### config.mk
export PLATFORM = sky130hd
export DESIGN_NAME = goldschmidt_prenorm
export DESIGN_NICKNAME = d
export VERILOG_FILES = /design/src/rtl/goldschmidt_prenorm.sv
export SDC_FILE = /design/constraint.sdc
export NUM_CORES = 1
export LEC_CHECK = 0
export ABC_AREA = 1
export CORE_UTILIZATION = 47
export DETAILED_ROUTE_END_ITERATION = 8
export HOLD_SLACK_MARGIN = 0.02
export PLACE_DENSITY = 0.74
export RECOVER_POWER = 50
export SYNTH_ARGS = -nofsm -noshare
export SYNTH_HDL_FRONTEND = slang
export SYNTH_SLANG_ARGS = --single-unit
### constraint.sdc
create_clock -name clk -period 4.1 [get_ports clk]
set_input_delay 0.82 -clock clk [delete_from_list [all_inputs] [get_ports clk]]
set_output_delay 0.82 -clock clk [all_outputs]
set_load 0.01 [all_outputs]
### src/rtl/goldschmidt_prenorm.sv
`default_nettype none
// ============================================================================
//  Module      : goldschmidt_prenorm
//  Description : Iterative operand pre-normalizer for the Goldschmidt divider.
//                Left-normalizes dividend and divisor one bit per cycle into
//                Q2.(WIDTH-2) in [0.5, 1) and reports the exponent correction
//                exp_diff so that quotient = (numerator/denominator)*2^exp_diff.
//  Revision    : 1.0 - initial release
// ============================================================================
module goldschmidt_prenorm #(
    parameter int IN_WIDTH = 24,
    parameter int WIDTH    = 28,
    parameter int EXP_W    = $clog2(IN_WIDTH) + 1
) (
    input  logic                clk,
    input  logic                reset,
    input  logic                in_valid,
    output logic                in_ready,
    input  logic [IN_WIDTH-1:0] dividend,
    input  logic [IN_WIDTH-1:0] divisor,
    output logic                out_valid,
    input  logic                out_ready,
    output logic [WIDTH-1:0]    numerator,
    output logic [WIDTH-1:0]    denominator,
    output logic [EXP_W-1:0]    exp_diff,
    output logic                div_by_zero
);

    localparam int              LZ_W   = (IN_WIDTH > 1) ? $clog2(IN_WIDTH) : 1;
    localparam int              PAD    = WIDTH - 2 - IN_WIDTH;
    localparam logic [LZ_W-1:0] LZ_MAX = LZ_W'(IN_WIDTH - 1);

    typedef enum logic [1:0] {
        IDLE = 2'd0,
        NORM = 2'd1,
        HOLD = 2'd2
    } state_t;

    state_t              state;
    state_t              state_nxt;
    logic [IN_WIDTH-1:0] n_reg;
    logic [IN_WIDTH-1:0] d_reg;
    logic [LZ_W-1:0]     lz_n;
    logic [LZ_W-1:0]     lz_d;
    logic                n_zero;
    logic                n_done;
    logic                d_zero;
    logic                d_done;
    logic                capture;
    logic                finish;
    logic [WIDTH-1:0]    num_aligned;
    logic [WIDTH-1:0]    den_aligned;
    logic [EXP_W-1:0]    exp_calc;

    // Per-operand completion flags and the aligned result candidates
    always_comb begin
        n_zero      = (n_reg == '0);
        n_done      = n_reg[IN_WIDTH-1] || n_zero;
        d_zero      = (d_reg == '0);
        d_done      = d_reg[IN_WIDTH-1] || d_zero;
        num_aligned = WIDTH'(n_reg) << PAD;
        den_aligned = WIDTH'(d_reg) << PAD;
        // Both counts are non-negative and EXP_W exceeds their width, so the
        // two's-complement difference is the correct signed correction.
        exp_calc    = EXP_W'(lz_d) - EXP_W'(lz_n);
    end

    // Next-state logic and handshake outputs
    always_comb begin
        state_nxt = state;
        in_ready  = 1'b0;
        out_valid = 1'b0;
        capture   = 1'b0;
        finish    = 1'b0;
        case (state)
            IDLE: begin
                in_ready = 1'b1;
                capture  = in_valid;
                if (in_valid) begin
                    state_nxt = NORM;
                end
            end
            NORM: begin
                // A zero divisor skips normalization of both operands.
                finish = d_zero || (n_done && d_done);
                if (finish) begin
                    state_nxt = HOLD;
                end
            end
            HOLD: begin
                out_valid = 1'b1;
                if (out_ready) begin
                    state_nxt = IDLE;
                end
            end
            default: state_nxt = IDLE;
        endcase
    end

    // State register
    always_ff @(posedge clk or posedge reset) begin
        if (reset) begin
            state <= IDLE;
        end else begin
            state <= state_nxt;
        end
    end

    // Operand capture and one-bit-per-cycle normalization shifts
    always_ff @(posedge clk or posedge reset) begin
        if (reset) begin
            n_reg <= '0;
            d_reg <= '0;
            lz_n  <= '0;
            lz_d  <= '0;
        end else if (capture) begin
            n_reg <= dividend;
            d_reg <= divisor;
            lz_n  <= '0;
            lz_d  <= '0;
        end else if ((state == NORM) && !finish) begin
            if (!n_done) begin
                n_reg <= n_reg << 1;
                if (lz_n != LZ_MAX) begin
                    lz_n <= lz_n + LZ_W'(1);
                end
            end
            if (!d_done) begin
                d_reg <= d_reg << 1;
                if (lz_d != LZ_MAX) begin
                    lz_d <= lz_d + LZ_W'(1);
                end
            end
        end
    end

    // Result registers, loaded once on entry to HOLD and held afterwards
    always_ff @(posedge clk or posedge reset) begin
        if (reset) begin
            numerator   <= '0;
            denominator <= '0;
            exp_diff    <= '0;
            div_by_zero <= 1'b0;
        end else if (finish) begin
            if (d_zero) begin
                numerator   <= '0;
                denominator <= '0;
                exp_diff    <= '0;
                div_by_zero <= 1'b1;
            end else begin
                numerator   <= num_aligned;
                denominator <= den_aligned;
                exp_diff    <= n_zero ? '0 : exp_calc;
                div_by_zero <= 1'b0;
            end
        end
    end

endmodule
`default_nettype wire

# Yosys cells after proc, flatten, opt, wreduce, memory -nomap -nowiden
# Index checks and enable logic that the tools add are counted.
# totals
in_bits,52
register_bits,123
# op_classes
addsub,3
n_reduce_logical,17
eq_ne,9
n_mux,27
# ops
operator,count
$mux W24,6
$mux W26,2
$logic_not A24 Y1,2
$mux W5,8
$mux W6,2
$add A5 B1 Y5 const B,2
$ne A5 B5 Y1 const B,2
$reduce_and A3 Y1,3
$mux W2,3
$ne A2 B2 Y1 const B,3
$pmux W2 S3,1
$reduce_bool A2 Y1,3
$sub A5 B5 Y6,1
$mux W1,5
$ne A2 B1 Y1 const B,2
$reduce_and A2 Y1,2
$logic_or A1 B1 Y1,3
$eq A2 B1 Y1 const B,1
$eq A2 B2 Y1 const B,1
$logic_and A1 B1 Y1,2
$logic_not A2 Y1,1
$logic_not A1 Y1,1

# Longest topological paths before layout
# Gate-level depths: netlist of run 1.
# logic_depth
word_depth,9
depth_mapped,11
depth_no_buf,10

# Least setup slack after synthesis of run 1
# OpenSTA, ideal clock, no wires.
# synth_path
path_kind,input to register
from,in in_valid
to,reg n_reg[23]
arrival_ps,1504
slack_ps,2464
n_path_buf,2
setup_ps,131
cell_stages,5
cell_sequence,nand2_2 inv_2 buf_2 buf_2 o211ai_1
# synth_between
elab_chain_len,3
# synth_lines
element,line_no,text
start: declaration,17,"input logic in_valid,"
$mux W1 *,75,case (state)
$ne A2 B1 Y1 (no line) / $reduce_bool A2 Y1 (equally long branches),--,
$reduce_and A2 Y1 (no line),--,
end signal: assignment,117,n_reg <= dividend;
end signal: assignment,123,n_reg <= n_reg << 1;
end: declaration,41,logic [IN_WIDTH-1:0] n_reg;
# Every way passes the cells marked *; elsewhere a longest branch is shown, timed or not.
# A chain may end at the register's enable or synchronous reset.

==> metrics.yaml, run 1 <==
pin_count_of_the_biggest_net_entering_global_routing: 70
grt_antenna_before_repair: 0
crit_start: "reset"
unrepaired_setup_endpoints_after_global_routing: "false"
dpl.cell_count: 923
placement.cell_area_sq_mm: 0.00669
floorplan.io_pins: 117
run_status: "finished with violations"
routed_wl_um: 14000
final_layout_size_suffix_gt1_share_pct: 6.90
leakagePower_nw: 3.71
clock_transition_at_path_regs_ns: 0.05
internal_power_mw: 3.63
first_global_vias: 4898
grt_usage_pct: 23.8
ys_seq_elements: 115
route.detailed.drc: 10
power.total_mw: 5.73
antenna_violating_nets_post_route: 0
cts_inserted_buffers: 17
slew-limit-headroom_pct: 23.9
synth_flop_cell: "sky130_fd_sc_hd__dfrtp_1"
combinational_share_of_power_pct: 36.1
global_route.overflow_total: 0
floorplan.die.width_um: 112
post_cts_resized: 0
clkLatencyLatePin_ns: 0.41
tns_ns: 0
detail_placement_hpwl_um: 9420
total_switching_power_mw: 2.10
syn_area_sq_mm: 0.00565
worst_ep_arrival_time_ns: 3.04
seq_power_share_pct: 34.3
worst_setup_path_category: "in -> async"
h-tree-depth: 4
hold_crit_start: "div_by_zero$_DFFE_PP0P_"
irDropWorstVdd_mv: 0.309
clock_sinks: 115
crit_chain: "dlygate4sd3_1 > inv_4 > clkbuf_2"
numPortBuffers: 108
cts_tree: "done"
setup-violations-final: 0
cts_post_setup_buffers_inserted: 0
crit_path_time_final_ns: 2.69
share_clk_of_total_power_pct: 29.7
wl_per_cell_um: 14.7
violations: "DRC"
asyncSetResetFlopFracSynth_pct: 100
synth.yosys.seq_area_share_pct: 51.0
via_count: 5020
hold_viol: 0
clock_tree_buffer_depth: 2
hold_buffers: 0
initialDrtViolationCount: 423
slew_viol_final: 0
die_height_um: 112
worst-endpoint-required_ns: 4.45
synth_most_common_cell: "sky130_fd_sc_hd__nand2_1"
synthCells: 704
count_of_distinct_cell_types_in_the_synthesized_netlist: 33
drt-vias-per-instance: 5.26
setup.worst_path.start_class: "input port"
floorplan.core_area_sq_mm: 0.0116
synth_top_cells_by_count: "sky130_fd_sc_hd__nand2_1, sky130_fd_sc_hd__dfrtp_1, sky130_fd_sc_hd__nand3_1"
syn-mean-instance-area_sq_um: 8.02
fin_area_sq_mm: 0.00736
num_rows: 39
synth_top_area_cell: "sky130_fd_sc_hd__dfrtp_1"
layout.nets: 859
effective_utilization_at_floorplan_pct: 48.8
ys_top_cells_by_area: "sky130_fd_sc_hd__dfrtp_1, sky130_fd_sc_hd__nand2_1, sky130_fd_sc_hd__nand3_1"
p_sw_share_pct: 36.6
critPathMaxFanout: 69
timing.final.crit_share_pct: 65.6
fill_cells: 956
cpPeakStageDelay_ns: 0.99
timing.clock.skew_ns: 0.00810
count_of_inserted_antenna_diode_cells: 0
die-area_sq_mm: 0.0125
first_pass_iters: 9
worst_r2r_startpoint: "n_reg[0]$_DFFE_PP0P_"
finish.cell_count_without_fillers: 955
powerDensity_mw_per_mm2: 778
cts-root-buf: "sky130_fd_sc_hd__clkbuf_16"
post-synth-top-area-fraction_pct: 51.0
detailedPlace.worstSlack_ns: 1.12
max_freq_mhz: 372
setup.reg_to_reg.worst_slack_ns: 1.49
gp_congestion: 0.857
global_route_wire_length_before_repair_um: 23300
layout_setup_ws_ns: 1.41
synth_edf_count: 0
area_growth_syn_to_layout_pct: 30.4
ys_warnings: 0
min_path_type: "reg -> reg"
critical_path.slowest_cell: "sky130_fd_sc_hd__clkbuf_2"
worstSetupEndpointType: "async pin"
tightestPinTransition_ns: 1.14
drv.max_cap_violation_count: 0
stage by stage:
step           hold slack (ns)  util, %
2_1_floorplan            0.469        -
3_3_place_gp             0.459     57.8
3_5_place_dp             0.476     57.8
4_1_cts                  0.488     63.8
5_1_grt                  0.505     63.6
6_report                 0.477     63.6
layer usage:
layer | vias to the layer above | GRT usage [%] | share of wire, % | wire, um
met5 | - | 0 | 0 | 0
met4 | 0 | 9.73 | 2.2 | 312
met3 | 30 | 5.99 | 5.9 | 832
met2 | 201 | 38.0 | 48 | 6720
met1 | 2369 | 31.0 | 44 | 6140
li1 | 2420 | - | - | -
path summary, 6_finish.rpt:
check | to | cells past startpoint
worst max register to register | exp_diff[5]$_DFFE_PP0P_ | 9
worst min-delay path | div_by_zero$_DFFE_PP0P_ | 2
worst max-delay path | denominator[20]$_DFFE_PP0P_ | 3
min in group asynchronous | numerator[18]$_DFFE_PP0P_ | 2
max in group clk | d_reg[6]$_DFFE_PP0P_ | 6
worst min register to register | div_by_zero$_DFFE_PP0P_ | 2
cells in the final DEF (no fill, tap or decap), types with 7 or more instances in the layout:
| cell type | count |
|---|---|
| sky130_fd_sc_hd__clkbuf_16 | 17 |
| sky130_fd_sc_hd__clkbuf_8 | 7 |
| sky130_fd_sc_hd__clkdlybuf4s50_1 | 81 |
| sky130_fd_sc_hd__conb_1 | 8 |
| sky130_fd_sc_hd__dfrtp_1 | 115 |
| sky130_fd_sc_hd__dlygate4sd3_1 | 27 |
| sky130_fd_sc_hd__ha_1 | 7 |
| sky130_fd_sc_hd__inv_1 | 42 |
| sky130_fd_sc_hd__nand2_1 | 254 |
| sky130_fd_sc_hd__nand3_1 | 111 |
| sky130_fd_sc_hd__nor2_1 | 45 |
| sky130_fd_sc_hd__o21ai_0 | 37 |
area by class of cell:
cell class                      count  area, sq um  area share [%]
Timing Repair Buffer              113         1120            15.2
Sequential cell                   115         2880            39.1
Inverter                           46          175            2.38
Clock buffer                       24          522            7.09
Clock inverter                      8          168            2.28
Tap cell                          143          179            2.43
Multi-Input combinational cell    506         2320            31.6
cells by family (layout without fill, tap and decap cells):
family,count (synthesis),after routing,share of synthesized area [%]
compound gates,56,56,5.54
xor+xnor,8,8,1.24
fa+ha+maj,8,8,1.91
buf+inv,90,191,8.35
flops,115,115,51.0
other cells,1,8,0.0664
simple gates,426,426,31.9
critical path: cells and delay by family:
family   cells  cell delay [ns]
buf+inv      3             2.16
power by group through the flow:
| stage | clock, mW | combinational (mW) | sequential [mW] |
|---|---|---|---|
| 5_1_grt | 1.77 | 2.32 | 2.02 |
| 3_3_place_gp | 0 | 2.01 | 1.95 |
| 2_1_floorplan | 0 | 1.37 | 1.97 |
| 4_1_cts | 1.70 | 2.11 | 1.96 |
| 6_report | 1.70 | 2.07 | 1.96 |
| 3_5_place_dp | 0 | 2.09 | 1.97 |
Note: power is estimated with default switching activity, not from simulation.
==> run 2: changes to the inputs <==
--- a/config.mk
+++ b/config.mk
@@ -6,10 +6,10 @@
 export NUM_CORES = 1
 export LEC_CHECK = 0
 export ABC_AREA = 1
-export CORE_UTILIZATION = 47
+export CORE_UTILIZATION = 50
 export DETAILED_ROUTE_END_ITERATION = 8
 export HOLD_SLACK_MARGIN = 0.02
-export PLACE_DENSITY = 0.74
+export PLACE_DENSITY = 0.75
 export RECOVER_POWER = 50
 export SYNTH_ARGS = -nofsm -noshare
 export SYNTH_HDL_FRONTEND = slang
==> constraint.sdc (replaced) <==
create_clock -name clk -period 2.6 [get_ports clk]
set_input_delay 0.52 -clock clk [delete_from_list [all_inputs] [get_ports clk]]
set_output_delay 0.52 -clock clk [all_outputs]
set_load 0.01 [all_outputs]
==> metrics.yaml, run 2 (synthesized netlist as in run 1, its figures left out) <==
gp_congestion: 0.860
hold_viol: 0
initialDrtViolationCount: 312
clkLatencyLatePin_ns: 0.41
max_freq_mhz: 455
unrepaired_setup_endpoints_after_global_routing: "false"
slew-limit-headroom_pct: -3.40
num_rows: 38
area_growth_syn_to_layout_pct: 29.1
leakagePower_nw: 3.66
worst_ep_arrival_time_ns: 2.53
timing.final.crit_share_pct: 84.6
numPortBuffers: 108
critPathMaxFanout: 24
powerDensity_mw_per_mm2: 1190
wl_per_cell_um: 14.1
via_count: 5000
h-tree-depth: 4
run_status: "finished with violations"
placement.cell_area_sq_mm: 0.00672
worst-endpoint-required_ns: 2.93
tightestPinTransition_ns: 1.55
setup-violations-final: 0
global_route_wire_length_before_repair_um: 21900
cts-root-buf: "sky130_fd_sc_hd__clkbuf_16"
hold_ws_ns: 0.474
clock_sinks: 115
detail_placement_hpwl_um: 9020
irDropWorstVdd_mv: 0.778
first_global_vias: 4639
hold_crit_start: "div_by_zero$_DFFE_PP0P_"
routed_wl_um: 13400
sequential_cell_area_sq_mm: 0.00288
leading_cell_type_in_the_layout_fill_and_taps_excluded: "sky130_fd_sc_hd__nand2_1"
layout.nets: 862
final_core_utilization_pct: 66.7
layout.cells.most_common_list: "sky130_fd_sc_hd__nand2_1, sky130_fd_sc_hd__dfrtp_1, sky130_fd_sc_hd__nand3_1"
hold_buffers: 0
worst_r2r_startpoint: "state[1]$_DFFE_PP0P_"
die_height_um: 108
fin_area_sq_mm: 0.00729
post_cts_resized: 0
die-area_sq_mm: 0.0117
floorplan.die.width_um: 108
floorplan.io_pins: 117
cts_inserted_buffers: 17
worst_setup_path_category: "reg -> reg"
fill_cells: 889
floorplan.core_area_sq_mm: 0.0109
final_layout_size_suffix_gt1_share_pct: 7.00
pin_count_of_the_biggest_net_entering_global_routing: 116
slew_viol_final: 116
count_of_inserted_antenna_diode_cells: 0
timing.clock.skew_ns: 0.00724
effective_utilization_at_floorplan_pct: 51.6
crit_chain: "nor2_2 > nand2_2 > inv_2 > clkbuf_1 > nand2_1 > nand3_1"
clock_transition_at_path_regs_ns: 0.05
crit_path_time_final_ns: 2.20
cts_tree: "done"
cts_post_setup_buffers_inserted: 0
drv.max_cap_violation_count: 1
drt-vias-per-instance: 5.24
crit_start: "state[1]$_DFFE_PP0P_"
grt_antenna_before_repair: 0
grt_usage_pct: 24.1
first_pass_iters: 5
clock_tree_buffer_depth: 2
critical_path.slowest_cell: "sky130_fd_sc_hd__clkbuf_1"
violations: "capacitance limit, slew limit"
worstSetupEndpointType: "flip-flop"
route.detailed.drc: 0
antenna_violating_nets_post_route: 0
tns_ns: 0
setup.worst_path.start_class: "flip-flop"
cpPeakStageDelay_ns: 0.87
multiInputGateArea_sq_mm: 0.00232
global_route.overflow_total: 0
min_path_type: "reg -> reg"
[run 2: cell count changes in the layout (fill, tap and decap cells not counted), sizes merged, moves of 2 or more]
cell	change
clkbuf	-5
clkinvlp	+5
buf	+2
bufinv	-2
[run 2: area by class of cell]
class | instances | share of cell area [%]
Timing Repair Buffer | 116 | 15.8
Clock inverter | 13 | 2.20
Tap cell | 140 | 2.40
Sequential cell | 115 | 39.5
Multi-Input combinational cell | 506 | 31.9
Inverter | 46 | 2.42
Clock buffer | 18 | 5.89
[run 2: metal layers]
layer | vias to the layer above | GRT usage [%] | wire, um
li1 | 2437 | - | -
met3 | 11 | 5.42 | 770
met4 | 0 | 6.47 | 107
met1 | 2400 | 34.0 | 6070
met5 | - | 0 | 0
met2 | 152 | 37.6 | 6500
[run 2: critical path, delay by kind of cell (launching register included)]
kind	cells	cell delay [ns]
flops	1	0.41
simple gates	4	0.60
buf+inv	2	1.11
[run 2: worst paths after layout]
check                                             to  slack, ns  cells past startpoint
max in group asynchronous    exp_diff[1]$_DFFE_PP0P_       0.59                      3
hold / removal               div_by_zero$_DFFE_PP0P_       0.47                      2
setup / recovery               d_reg[20]$_DFFE_PP0P_       0.40                      6
hold reg to reg              div_by_zero$_DFFE_PP0P_       0.47                      2
min in group asynchronous  numerator[18]$_DFFE_PP0P_       1.05                      3
setup reg to reg               d_reg[20]$_DFFE_PP0P_       0.40                      6
[run 2: per-stage QoR]
step | power [mW] | instances | setup WS (ns)
floorplan | 5.27 | 711 | 0.681
detailed placement | 6.43 | 923 | 0.608
global placement | 6.31 | 923 | 0.624
CTS | 8.78 | 954 | 0.531
global route | 9.31 | 954 | 0.260
finish | 8.66 | 954 | 0.400
[run 2: power by group]
part	leakage [nW]	switching (mW)	internal, mW
Clock	0.275	0.815	1.50
Combinational	1.91	1.91	1.38
Sequential	1.47	0.571	2.50
==> run 3: changes to the inputs <==
==> constraint.sdc (replaced) <==
create_clock -name clk -period 2.2 [get_ports clk]
set_input_delay 0.44 -clock clk [delete_from_list [all_inputs] [get_ports clk]]
set_output_delay 0.44 -clock clk [all_outputs]
set_load 0.01 [all_outputs]
==> metrics.yaml, run 3 (synthesized netlist as in run 1, its figures left out) <==
route.detailed.drc: 0
critical_path.slowest_cell: "sky130_fd_sc_hd__nor2_4"
critPathMaxFanout: 28
count_of_inserted_antenna_diode_cells: 0
floorplan.io_pins: 117
via_count: 5063
power.total_mw: 10.2
max_freq_mhz: 488
slew-limit-headroom_pct: 4.84
global_route_wire_length_before_repair_um: 23000
powerDensity_mw_per_mm2: 1400
timing.final.crit_share_pct: 93.1
die-area_sq_mm: 0.0117
cts_inserted_buffers: 17
clock_sinks: 115
floorplan.die.width_um: 108
finish.cell_count_without_fillers: 960
gp_congestion: 0.874
rr_worst_depth: 9
final_layout_size_suffix_gt1_share_pct: 7.68
timing.clock.skew_ns: 0.00995
placement.cell_area_sq_mm: 0.00675
hold_viol: 0
crit_family: "simple AND/OR/NAND/NOR gates"
detail_placement_hpwl_um: 9180
detailedPlace.worstSlack_ns: 0.130
grt_antenna_before_repair: 0
tns_ns: 0
worstSetupEndpointType: "flip-flop"
antenna_violating_nets_post_route: 0
layout.cells.most_common_list: "sky130_fd_sc_hd__nand2_1, sky130_fd_sc_hd__dfrtp_1, sky130_fd_sc_hd__nand3_1"
layout_setup_ws_ns: 0.152
clock_transition_at_path_regs_ns: 0.05
unrepaired_setup_endpoints_after_global_routing: "false"
first_global_vias: 4857
dpl.cell_count: 927
irDropWorstVdd_mv: 0.714
worst-endpoint-required_ns: 2.50
drt-vias-per-instance: 5.27
setup-violations-final: 0
hold_buffers: 0
tightestPinTransition_ns: 1.43
first_pass_iters: 4
wl_per_cell_um: 14.3
min_path_type: "in -> async"
run_status: "complete, no violations"
cp.buffers_inverters: 0
leading_cell_type_in_the_layout_fill_and_taps_excluded: "sky130_fd_sc_hd__nand2_1"
grt_usage_pct: 25.1
worst_setup_path_category: "reg -> reg"
num_rows: 38
crit_top_cell: "sky130_fd_sc_hd__nand2_1"
critical_path_depth: 9
post_cts_resized: 0
fin_area_sq_mm: 0.00731
cpPeakStageDelay_ns: 0.56
drv.max_cap_violation_count: 0
h-tree-depth: 4
crit_path_time_final_ns: 2.05
pin_count_of_the_biggest_net_entering_global_routing: 115
cts_tree: "done"
cts-root-buf: "sky130_fd_sc_hd__clkbuf_16"
die_height_um: 108
cts_post_setup_buffers_inserted: 0
floorplan.core_area_sq_mm: 0.0109
clkLatencyLatePin_ns: 0.41
numPortBuffers: 108
layout.nets: 867
effective_utilization_at_floorplan_pct: 51.6
clock_tree_buffer_depth: 2
slew_viol_final: 0
setup.worst_path.start_class: "flip-flop"
routed_wl_um: 13700
leakagePower_nw: 3.69
crit_chain: "nor2_1 > nand2_1 > nor2_1 > nand3_2 > nand2_4 > nor2_4 > nand2_1 > nand3_1 > nand2_1"
worst_ep_arrival_time_ns: 2.35
initialDrtViolationCount: 360
global_route.overflow_total: 0
area_growth_syn_to_layout_pct: 29.5
[run 3: area by class of cell]
class | count | area, sq um
clock buffer | 18 | 429
clock inverter | 14 | 139
fill | 892 | 3620
inverter | 46 | 174
multi-input combinational | 507 | 2330
sequential | 115 | 2880
tap | 140 | 175
timing repair buffer | 120 | 1180
[run 3: worst paths after layout]
path                                         startpoint                     endpoint  slack, ns
worst max-delay path               n_reg[0]$_DFFE_PP0P_          lz_n[2]$_DFFE_PP0P_       0.15
worst min-delay path                              reset  denominator[25]$_DFFE_PP0P_       0.21
worst max register to register     n_reg[0]$_DFFE_PP0P_          lz_n[2]$_DFFE_PP0P_       0.15
worst min register to register  div_by_zero$_DFFE_PP0P_      div_by_zero$_DFFE_PP0P_       0.47
max in group asynchronous                         reset     numerator[6]$_DFFE_PP0P_       0.40
min in group clk                div_by_zero$_DFFE_PP0P_      div_by_zero$_DFFE_PP0P_       0.47
[run 3: metal layers]
| metal | track usage [%] | wire [um] | share of wire (%) |
|---|---|---|---|
| met5 | 0 | 0 | 0 |
| met4 | 7.53 | 159 | 1.2 |
| met3 | 5.73 | 627 | 4.6 |
| met2 | 40.5 | 6720 | 49 |
| met1 | 33.9 | 6180 | 45 |
[run 3: through the flow]
| step | utilization, % | hold WS (ns) |
|---|---|---|
| 2_1_floorplan | - | 0.469 |
| 3_5_place_dp | 61.7 | 0.467 |
| 5_1_grt | 66.9 | 0.215 |
| 6_report | 66.9 | 0.209 |
| 3_3_place_gp | 61.7 | 0.457 |
| 4_1_cts | 66.9 | 0.245 |
[run 3: power breakdown]
part | switching, mW | total [mW] | internal (mW) | leakage (nW)
Clock | 0.988 | 2.64 | 1.66 | 0.276
Sequential | 0.690 | 3.64 | 2.95 | 1.47
Combinational | 2.28 | 3.95 | 1.67 | 1.94
